===== config.mk =====
export PLATFORM = sky130hd
export DESIGN_NAME = ft601_bus_responder
export DESIGN_NICKNAME = d
export VERILOG_FILES = /design/src/rtl/ft601_pkg.sv /design/src/rtl/sync_fifo.sv /design/src/rtl/ft601_bus_responder.sv
export SDC_FILE = /design/constraint.sdc
export NUM_CORES = 2
export LEC_CHECK = 0
export CAP_MARGIN = 20
export CORE_MARGIN = 2
export CORE_UTILIZATION = 55
export DETAILED_ROUTE_END_ITERATION = 8
export PLACE_DENSITY = 0.77
export SETUP_SLACK_MARGIN = 0.5
export SLEW_MARGIN = 20
export SYNTH_ARGS = -nofsm -noshare
export SYNTH_HDL_FRONTEND = slang
export SYNTH_HIERARCHICAL = 1
export SYNTH_SLANG_ARGS = --single-unit

===== constraint.sdc =====
create_clock -name clk -period 4.6 [get_ports clk]
set_input_delay 1.15 -clock clk [delete_from_list [all_inputs] [get_ports clk]]
set_output_delay 1.15 -clock clk [all_outputs]
set_load 0.02 [all_outputs]

===== src/rtl/ft601_pkg.sv =====
// rtl/ft601_pkg.sv - shared constants for the FT601 bus responder
package ft601_pkg;

  // Default bus geometry; BE is one enable bit per data byte.
  localparam int DEF_DATA_LEN = 32;
  localparam int DEF_BE_LEN   = DEF_DATA_LEN / 8;

  // Well-known command words used by loopback and emulation builds.
  localparam logic [DEF_DATA_LEN-1:0] CMD_START = 32'h11111111;
  localparam logic [DEF_DATA_LEN-1:0] CMD_STOP  = 32'h00000000;

  // Every byte lane enabled.
  localparam logic [DEF_BE_LEN-1:0] BE_ALL = '1;

endpackage


===== src/rtl/sync_fifo.sv =====
// rtl/sync_fifo.sv - synchronous FIFO with first-word-through head
module sync_fifo #(
  parameter int W  = 8,
  parameter int AW = 4
) (
  input  logic          clk,
  input  logic          rst_n,
  input  logic          push,
  input  logic [W-1:0]  push_data,
  input  logic          pop,
  output logic [W-1:0]  head,
  output logic          full,
  output logic          empty,
  output logic [AW:0]   count
);

  localparam int          DEPTH    = 1 << AW;
  localparam logic [AW:0] FULL_CNT = (AW+1)'(DEPTH);

  logic [W-1:0]  mem_q [DEPTH];
  logic [AW-1:0] wr_ptr_q, wr_ptr_d;
  logic [AW-1:0] rd_ptr_q, rd_ptr_d;
  logic [AW:0]   count_q, count_d;
  logic          do_push, do_pop;

  // Pops on an empty buffer and pushes into a full one are ignored; a push
  // alongside a pop is allowed when full since a slot frees up that edge.
  always_comb begin
    do_pop   = pop && (count_q != '0);
    do_push  = push && ((count_q != FULL_CNT) || do_pop);
    wr_ptr_d = wr_ptr_q + AW'(do_push);
    rd_ptr_d = rd_ptr_q + AW'(do_pop);
    count_d  = count_q + (AW+1)'(do_push) - (AW+1)'(do_pop);
  end

  // Pointers and occupancy; clearing these empties the buffer.
  always_ff @(posedge clk or negedge rst_n) begin
    if (!rst_n) begin
      wr_ptr_q <= '0;
      rd_ptr_q <= '0;
      count_q  <= '0;
    end else begin
      wr_ptr_q <= wr_ptr_d;
      rd_ptr_q <= rd_ptr_d;
      count_q  <= count_d;
    end
  end

  // Storage array; contents are meaningless while the count says empty.
  always_ff @(posedge clk) begin
    if (do_push) mem_q[wr_ptr_q] <= push_data;
  end

  assign head  = mem_q[rd_ptr_q];
  assign full  = (count_q == FULL_CNT);
  assign empty = (count_q == '0);
  assign count = count_q;

endmodule


===== src/rtl/ft601_bus_responder.sv =====
// rtl/ft601_bus_responder.sv - FT601 chip side of the 245 synchronous FIFO bus
module ft601_bus_responder
  import ft601_pkg::*;
#(
  parameter int DATA_LEN = DEF_DATA_LEN,
  parameter int BE_LEN   = DEF_BE_LEN,
  parameter int CMD_AW   = 4,
  parameter int CAP_AW   = 6
) (
  input  logic                clk,
  input  logic                rst_n,
  input  logic                wr_n,
  input  logic                rd_n,
  input  logic                oe_n,
  input  logic [DATA_LEN-1:0] bus_din,
  input  logic [BE_LEN-1:0]   be_din,
  output logic                txe_n,
  output logic                rxf_n,
  output logic [DATA_LEN-1:0] bus_dout,
  output logic [BE_LEN-1:0]   be_dout,
  output logic                bus_oe,
  input  logic                cmd_valid,
  input  logic [DATA_LEN-1:0] cmd_data,
  output logic                cmd_ready,
  output logic                cap_valid,
  output logic [DATA_LEN-1:0] cap_data,
  output logic [BE_LEN-1:0]   cap_be,
  input  logic                cap_ready,
  output logic                err_overflow,
  output logic                err_underrun,
  output logic                err_contention
);

  localparam logic [CAP_AW:0] CAP_FULL = (CAP_AW+1)'(1 << CAP_AW);

  logic                       cmd_push, cmd_pop, cmd_full, cmd_empty;
  logic [DATA_LEN-1:0]        cmd_head;
  logic [CMD_AW:0]            cmd_count, cmd_count_d;
  logic                       cap_push, cap_pop, cap_full, cap_empty;
  logic [DATA_LEN+BE_LEN-1:0] cap_head;
  logic [CAP_AW:0]            cap_count, cap_count_d;

  logic                txe_n_q, txe_n_d;
  logic                rxf_n_q, rxf_n_d;
  logic                bus_oe_q, bus_oe_d;
  logic                pending_q, pending_d;
  logic [DATA_LEN-1:0] bus_dout_q, bus_dout_d;
  logic [BE_LEN-1:0]   be_dout_q, be_dout_d;
  logic                err_overflow_q, err_overflow_d;
  logic                err_underrun_q, err_underrun_d;
  logic                err_contention_q, err_contention_d;

  sync_fifo #(.W(DATA_LEN), .AW(CMD_AW)) u_cmd_fifo (
    .clk       (clk),
    .rst_n     (rst_n),
    .push      (cmd_push),
    .push_data (cmd_data),
    .pop       (cmd_pop),
    .head      (cmd_head),
    .full      (cmd_full),
    .empty     (cmd_empty),
    .count     (cmd_count)
  );

  sync_fifo #(.W(DATA_LEN+BE_LEN), .AW(CAP_AW)) u_cap_fifo (
    .clk       (clk),
    .rst_n     (rst_n),
    .push      (cap_push),
    .push_data ({be_din, bus_din}),
    .pop       (cap_pop),
    .head      (cap_head),
    .full      (cap_full),
    .empty     (cap_empty),
    .count     (cap_count)
  );

  // Buffer handshakes, plus next-edge occupancy so the flags never lag a push.
  always_comb begin
    cmd_push    = cmd_valid && !cmd_full;
    cmd_pop     = !rd_n && !rxf_n_q && !cmd_empty;
    cap_push    = !wr_n && !txe_n_q && oe_n && !cap_full;
    cap_pop     = cap_ready && !cap_empty;
    cmd_count_d = cmd_count + (CMD_AW+1)'(cmd_push) - (CMD_AW+1)'(cmd_pop);
    cap_count_d = cap_count + (CAP_AW+1)'(cap_push) - (CAP_AW+1)'(cap_pop);
  end

  // Bus-facing next state: rxf_n and the data word hold while rd_n is low so
  // the master sees a stable popped word until it releases the strobe.
  always_comb begin
    txe_n_d          = (cap_count_d == CAP_FULL);
    rxf_n_d          = rd_n ? (cmd_count_d == '0) : rxf_n_q;
    bus_oe_d         = !oe_n;
    pending_d        = pending_q;
    bus_dout_d       = bus_dout_q;
    be_dout_d        = be_dout_q;
    if (cmd_pop) begin
      pending_d = 1'b1;
    end else if (rd_n) begin
      pending_d  = 1'b0;
      bus_dout_d = cmd_empty ? '0 : cmd_head;
      be_dout_d  = cmd_empty ? '0 : '1;
    end
    err_overflow_d   = err_overflow_q   || (!wr_n && txe_n_q);
    err_underrun_d   = err_underrun_q   || (!rd_n && rxf_n_q);
    err_contention_d = err_contention_q || (!wr_n && !oe_n);
  end

  // Registered bus outputs and sticky error flags.
  always_ff @(posedge clk or negedge rst_n) begin
    if (!rst_n) begin
      txe_n_q          <= 1'b1;
      rxf_n_q          <= 1'b1;
      bus_oe_q         <= 1'b0;
      pending_q        <= 1'b0;
      bus_dout_q       <= '0;
      be_dout_q        <= '0;
      err_overflow_q   <= 1'b0;
      err_underrun_q   <= 1'b0;
      err_contention_q <= 1'b0;
    end else begin
      txe_n_q          <= txe_n_d;
      rxf_n_q          <= rxf_n_d;
      bus_oe_q         <= bus_oe_d;
      pending_q        <= pending_d;
      bus_dout_q       <= bus_dout_d;
      be_dout_q        <= be_dout_d;
      err_overflow_q   <= err_overflow_d;
      err_underrun_q   <= err_underrun_d;
      err_contention_q <= err_contention_d;
    end
  end

  assign txe_n          = txe_n_q;
  assign rxf_n          = rxf_n_q;
  assign bus_oe         = bus_oe_q;
  assign bus_dout       = bus_dout_q;
  assign be_dout        = be_dout_q;
  assign cmd_ready      = !cmd_full;
  assign cap_valid      = !cap_empty;
  assign cap_data       = cap_head[DATA_LEN-1:0];
  assign cap_be         = cap_head[DATA_LEN +: BE_LEN];
  assign err_overflow   = err_overflow_q;
  assign err_underrun   = err_underrun_q;
  assign err_contention = err_contention_q;

endmodule


After elaboration in Yosys (flattened, before gate mapping)
Memories as Yosys holds them, arrays and structs flattened. Index checks and enable logic that the tools add are counted.

Register bits after elaboration: 74. Bits in writable memories: 2816. Output and inout bits: 80. Word-level logic and storage cells: 74. Memories: 2.

Memory list: u_cap_fifo.mem_q (depth 64, width 36, read ports 1, clocked after Yosys merged registers in 0, write ports 1, RTL line sync_fifo.sv:20) `logic [W-1:0] mem_q [DEPTH];`; u_cmd_fifo.mem_q (depth 16, width 32, read ports 1, clocked after Yosys merged registers in 0, write ports 1, RTL line sync_fifo.sv:20).

$add $sub $neg: 12. Equal/unequal tests: 5. Muxes and demuxes: 6. Bitwise logic cells: 1. Reductions and logical operators: 34.

Operators with widths (number): $mux W32 (1); $add A7 B1 Y7 (2); $eq A7 B7 Y1 const B (2); $logic_and A1 B1 Y1 (14); $sub A7 B1 Y7 (2); $add A6 B1 Y6 (2); $add A5 B1 Y5 (2); $logic_not A5 Y1 (2); $sub A5 B1 Y5 (2); $logic_not A1 Y1 (9); $add A4 B1 Y4 (2); $logic_not A7 Y1 (1); $ne A7 B7 Y1 const B (1); $reduce_bool A7 Y1 (1); $eq A5 B5 Y1 const B (1); $logic_or A1 B1 Y1 (5); $ne A5 B5 Y1 const B (1); $reduce_bool A5 Y1 (1); $mux W1 (4); $mux W4 (1); $reduce_and A2 Y1 (1); $not A1 Y1 (1).

Longest topological paths before layout
Depth in word-level cells: 8. Depth in mapped cells: 18. Gate-level depth less buffers: 18.

By module
The synthesis kept the hierarchy.

By module, submodules not included: sync_fifo (u_cap_fifo) (instances 1, cells each 4001, area each 89208.1 µm²); sync_fifo (u_cmd_fifo) (instances 1, cells each 1000, area each 20315.7 µm²); ft601_bus_responder (instances 1, cells each 227, area each 2148.3 µm²).

Least setup slack after synthesis
No wires, ideal clock.

Path type: in2reg. Start: in rd_n. End: mem u_cmd_fifo/mem_q[0][0] (netlist name), enable pin. Setup time: 461 ps. Arrival: 4504 ps. Path slack: -365 ps. Stages on the path: 5. Path through: clkbuf_1 nor3_1 o21a_1 or3b_1 nor3_1.

Cells in the longest elaborated chain, start to end: 8.

Ends and longest elaborated chain: start, declared (RTL line ft601_bus_responder.sv:13) `input logic rd_n,`; $logic_not A1 Y1 (RTL line ft601_bus_responder.sv:80) `cmd_pop = !rd_n && !rxf_n_q && !cmd_empty;`; $logic_and A1 B1 Y1 (2 in series) (RTL line ft601_bus_responder.sv:80); net cmd_pop (RTL line ft601_bus_responder.sv:36) `logic cmd_push, cmd_pop, cmd_full, cmd_empty;`; $logic_and A1 B1 Y1 (RTL line sync_fifo.sv:29) `do_pop = pop && (count_q != '0);`; $logic_or A1 B1 Y1 (RTL line sync_fifo.sv:30) `do_push = push && ((count_q != FULL_CNT) || do_pop);`; $logic_and A1 B1 Y1 (RTL line sync_fifo.sv:30); $mux W1 (RTL line sync_fifo.sv:51) `if (do_push) mem_q[wr_ptr_q] <= push_data;`; $mux W1 (not written as such) (RTL line sync_fifo.sv:51); end, declared (RTL line sync_fifo.sv:20).

The timed path passes the listed nets, and every way through them passes these cells.

Worst setup path after layout
Start: reg u_cap_fifo.rd_ptr_q[0]. End: out cap_data[26].

Cells in the longest elaborated chain, start to end: 1.

Ends and longest elaborated chain: start, declared (RTL line sync_fifo.sv:22) `logic [AW-1:0] rd_ptr_q, rd_ptr_d;`; start signal, assigned (RTL line sync_fifo.sv:44) `rd_ptr_q <= rd_ptr_d;`; $mem_v2 Z64 W36; end, declared (RTL line ft601_bus_responder.sv:26) `output logic [DATA_LEN-1:0] cap_data,`.

Every way passes these cells.

==> results.md <==
- Final setup TNS: -5980 ps
- # DRC: 0
- Final setup fails: 36
- Cells after Synth: 5,228
- Clock Tree Root: clkbuf_16
- Post-synth EDFFs: 2,816
- Cts bufs inserted: 300
- Global-route wire length before repair: 451,000 um
- # rows: 165
- Async set-reset flop share out of synthesis: 2.46%
- Yosys top cell by area: edfxtp_1
- Layout area overhead: 18.1%
- Warnings, synthesis: 6
- # IOs: 155
- Cts-stage hold buffer count: 0
- WP data required: 3450 ps
- Dpl cell area: 119,000 sq um
- PD cells: 639 nW/um^2
- DRT antenna net count: 0
- Width of the die: 455 um
- Worst setup path category: flip-flop to output port
- Vias: 61,100
- Yosys top cell area share: 75.7%
- Fin crit share: 107%
- Vias in the first global route: 61,200
- Commonest cells post-synth: edfxtp_1 (2,816), mux4_2 (580), mux2i_1 (400)
- Core area: 202,000 sq um
- Clock Power Share: 28.1%
- CTS tree: built
- Area share of xor/xnor cells in the synthesized design: 0.227%
- Netlist cell types: 70
- Crit path capture type: output port
- GRT Total Usage: 31.1%
- Register area share after synthesis: 77.3%
- Arr. time, crit path: 3760 ps
- Final Skew: 98.6 ps
- Compound-Gate Fraction of Synth Area: 3.32%
- CTS clk-pin slew, worst paths: 60 ps
- Main synth FF type: edfxtp_1
- GPL Wtd Cong: 0.860
- Worst hold slack: 298 ps
- Synthesized area: 112,000 sq um
- Largest net degree at the start of global routing: 68
- Die height: 455 um
- Hold Vio Cnt, Final: 0
- Cell Int Power: 56.9 mW
- RSZ-0062 raised after global routing: yes
- Post-synthesis adder-cell area fraction: 0.441%
- H-Tree Depth: 5
- Syn nets: 5,340
- DR pass1 iterations: 6
- Fillers: 12,200
- CTS max path bufs: 4
- GR Overflow Total: 0
- Synthesis-stage register bit count: 2,887
- Total wire length: 329,000 um
- Layout cells sized above 1: 29.9%
- Simple-gate share of the synthesized area: 1.53%
- Layout net count: 5,968
- Leak pwr: 43.2 nW
- Sequential share of power: 36.4%
- Switch share: 32.5%
- Syn_area_per_cell: 21.4 sq um
- Port Buffer Count: 154
- DR WL/cell: 37.6 um
- Fmax: 0.204 GHz
- PnR worst setup slack: -311 ps
- Logic pwr share: 35.5%
- Clock sinks: 2,887
- Cell area after layout: 132,000 sq um
- Initial antenna violation count: 19
- Dominant cells by area after synthesis: edfxtp_1 (76%), mux4_2 (12%), mux2i_1 (3.6%), dfrtp_1 (1.5%), o21ai_0 (0.69%)
- Clk Latency, worst-skew pair: 960 ps
- Initial Util: 55.3%
- Slew @ Worst Pin: 1110 ps
- Post-DP HPWL: 165,000 um
- Final Slew Violations: 0
- CP max FO: 8
- Mux cell area share after synthesis: 15.4%
- Net Switching: 27.4 mW
- Count leader, synth: edfxtp_1
- Failing checks: setup timing
- Final Critical Period: 4910 ps
- Outcome: finished, violations left
- Vias per cell: 6.99
- CP startpoint kind: flip-flop
- Max IR drop VDD: 0.558 mV
- Hold Crit Class: primary input to asynchronous set/reset pin
- Initial drt markers: 10,300
- DIE AREA: 207,000 sq um
- Largest family of logic cells by synthesized area: multiplexers
- Max-cap viol count: 0
- Relative slew margins: 25.7%
worst paths after layout:
check                                       start                endpoint  slack, ps  cells after the start
setup reg to reg              u_cap_fifo/count[4]  u_cap_fifo/mem_q[6][0]        910                     12
hold / removal                              rst_n     u_cap_fifo/count[4]        300                      1
hold reg to reg                      err_overflow            err_overflow        480                      1
max in group asynchronous                   rst_n             bus_dout[6]       3280                      2
min in group clk                     err_overflow            err_overflow        480                      1
setup / recovery           u_cap_fifo/rd_ptr_q[0]            cap_data[26]       -310                     10
stage by stage:
| step | worst slack (ps) | power [mW] | util, % | cells |
|---|---|---|---|---|
| floorplan | 329 | 46.5 | - | 5228 |
| global placement | 223 | 55.2 | 59.0 | 8080 |
| detailed placement | 234 | 55.7 | 59.0 | 8080 |
| CTS | -254 | 82.1 | 64.8 | 8702 |
| global route | -301 | 86.2 | 65.3 | 8748 |
| finish | -311 | 84.3 | 65.3 | 8751 |
area by class of cell:
type | count | area [sq um] | area share, %
clock inverters | 134 | 1330 | 1.01
well taps | 2672 | 3340 | 2.53
inverters | 75 | 287 | 0.217
repair buffers | 621 | 7600 | 5.76
diodes | 12 | 30.0 | 0.0228
multi-input cells | 1971 | 25000 | 18.9
flip-flops and latches | 2887 | 86400 | 65.5
clock buffers | 379 | 8010 | 6.07
placed cells by master, fill, tap and decap left out, types with 40 or more instances in the layout:
cell             netlist  final
edfxtp_1            2816   2816
mux4_2               580    580
mux2i_1              400    372
clkbuf_16              0    310
buf_4                 56    279
buf_12                 1    127
nand2_1              128    107
o21ai_0              155    105
clkdlybuf4s50_1        0     80
nor2_4                 0     78
inv_1                 74     73
a221oi_1              76     69
a21oi_1               99     68
clkbuf_1             116     66
buf_6                 39     65
o221ai_1              73     62
dfrtp_1               69     61
a22oi_1               63     53
clkinv_1               0     50
buf_16                 0     40
sequential cells by signal, indices dropped and copies added, names as in the netlist:
register,count
u_cap_fifo/mem_q,2304
u_cmd_fifo/mem_q,512
bus_dout,32
u_cap_fifo/count,7
u_cap_fifo/rd_ptr_q,6
u_cap_fifo/wr_ptr_q,6
u_cmd_fifo/count,5
u_cmd_fifo/rd_ptr_q,4
u_cmd_fifo/wr_ptr_q,4
be_dout,1
bus_oe,1
err_contention,1
err_overflow,1
err_underrun,1
rxf_n,1
txe_n,1
cells by family after synthesis:
logic type | after synthesis
multiplexers | 987
AO/OA/AOI/OAI | 555
buffers and inverters | 370
adder cells (fa/ha/maj) | 37
flip-flops | 2887
AND/OR/NAND/NOR | 363
XOR/XNOR | 29
per-layer routing:
layer	wire, um	global-route usage (%)
met1	106000	40.5
met2	154000	48.0
met3	48100	8.93
met4	21300	16.4
met5	98	0
worst max-delay path, stage by stage (launching register included):
cell	delay, ps
dfrtp_4	480
buf_6	120
buf_12	150
buf_4	140
buf_12	140
mux4_2	530
a22oi_2	390
nand2_1	270
a211oi_2	300
o22ai_2	130
buf_6	160
power groups by stage:
stage / clock network (mW) / logic, mW / registers, mW
2_1_floorplan: 0 / 15.5 / 31.1
3_3_place_gp: 0 / 24.1 / 31.1
3_5_place_dp: 0 / 24.5 / 31.2
4_1_cts: 23.6 / 27.7 / 30.7
5_1_grt: 24.7 / 30.7 / 30.8
6_report: 23.7 / 30.0 / 30.7
what timing repair did:
action / in CTS / in global routing
endpoints found under the setup margin: 37 / 37
gates cloned: 21 / 3
resized for setup: 376 / 171
pin swaps: 45 / 62
setup buffers: 88 / 32
No activity file was read; power rests on OpenSTA's default activity.
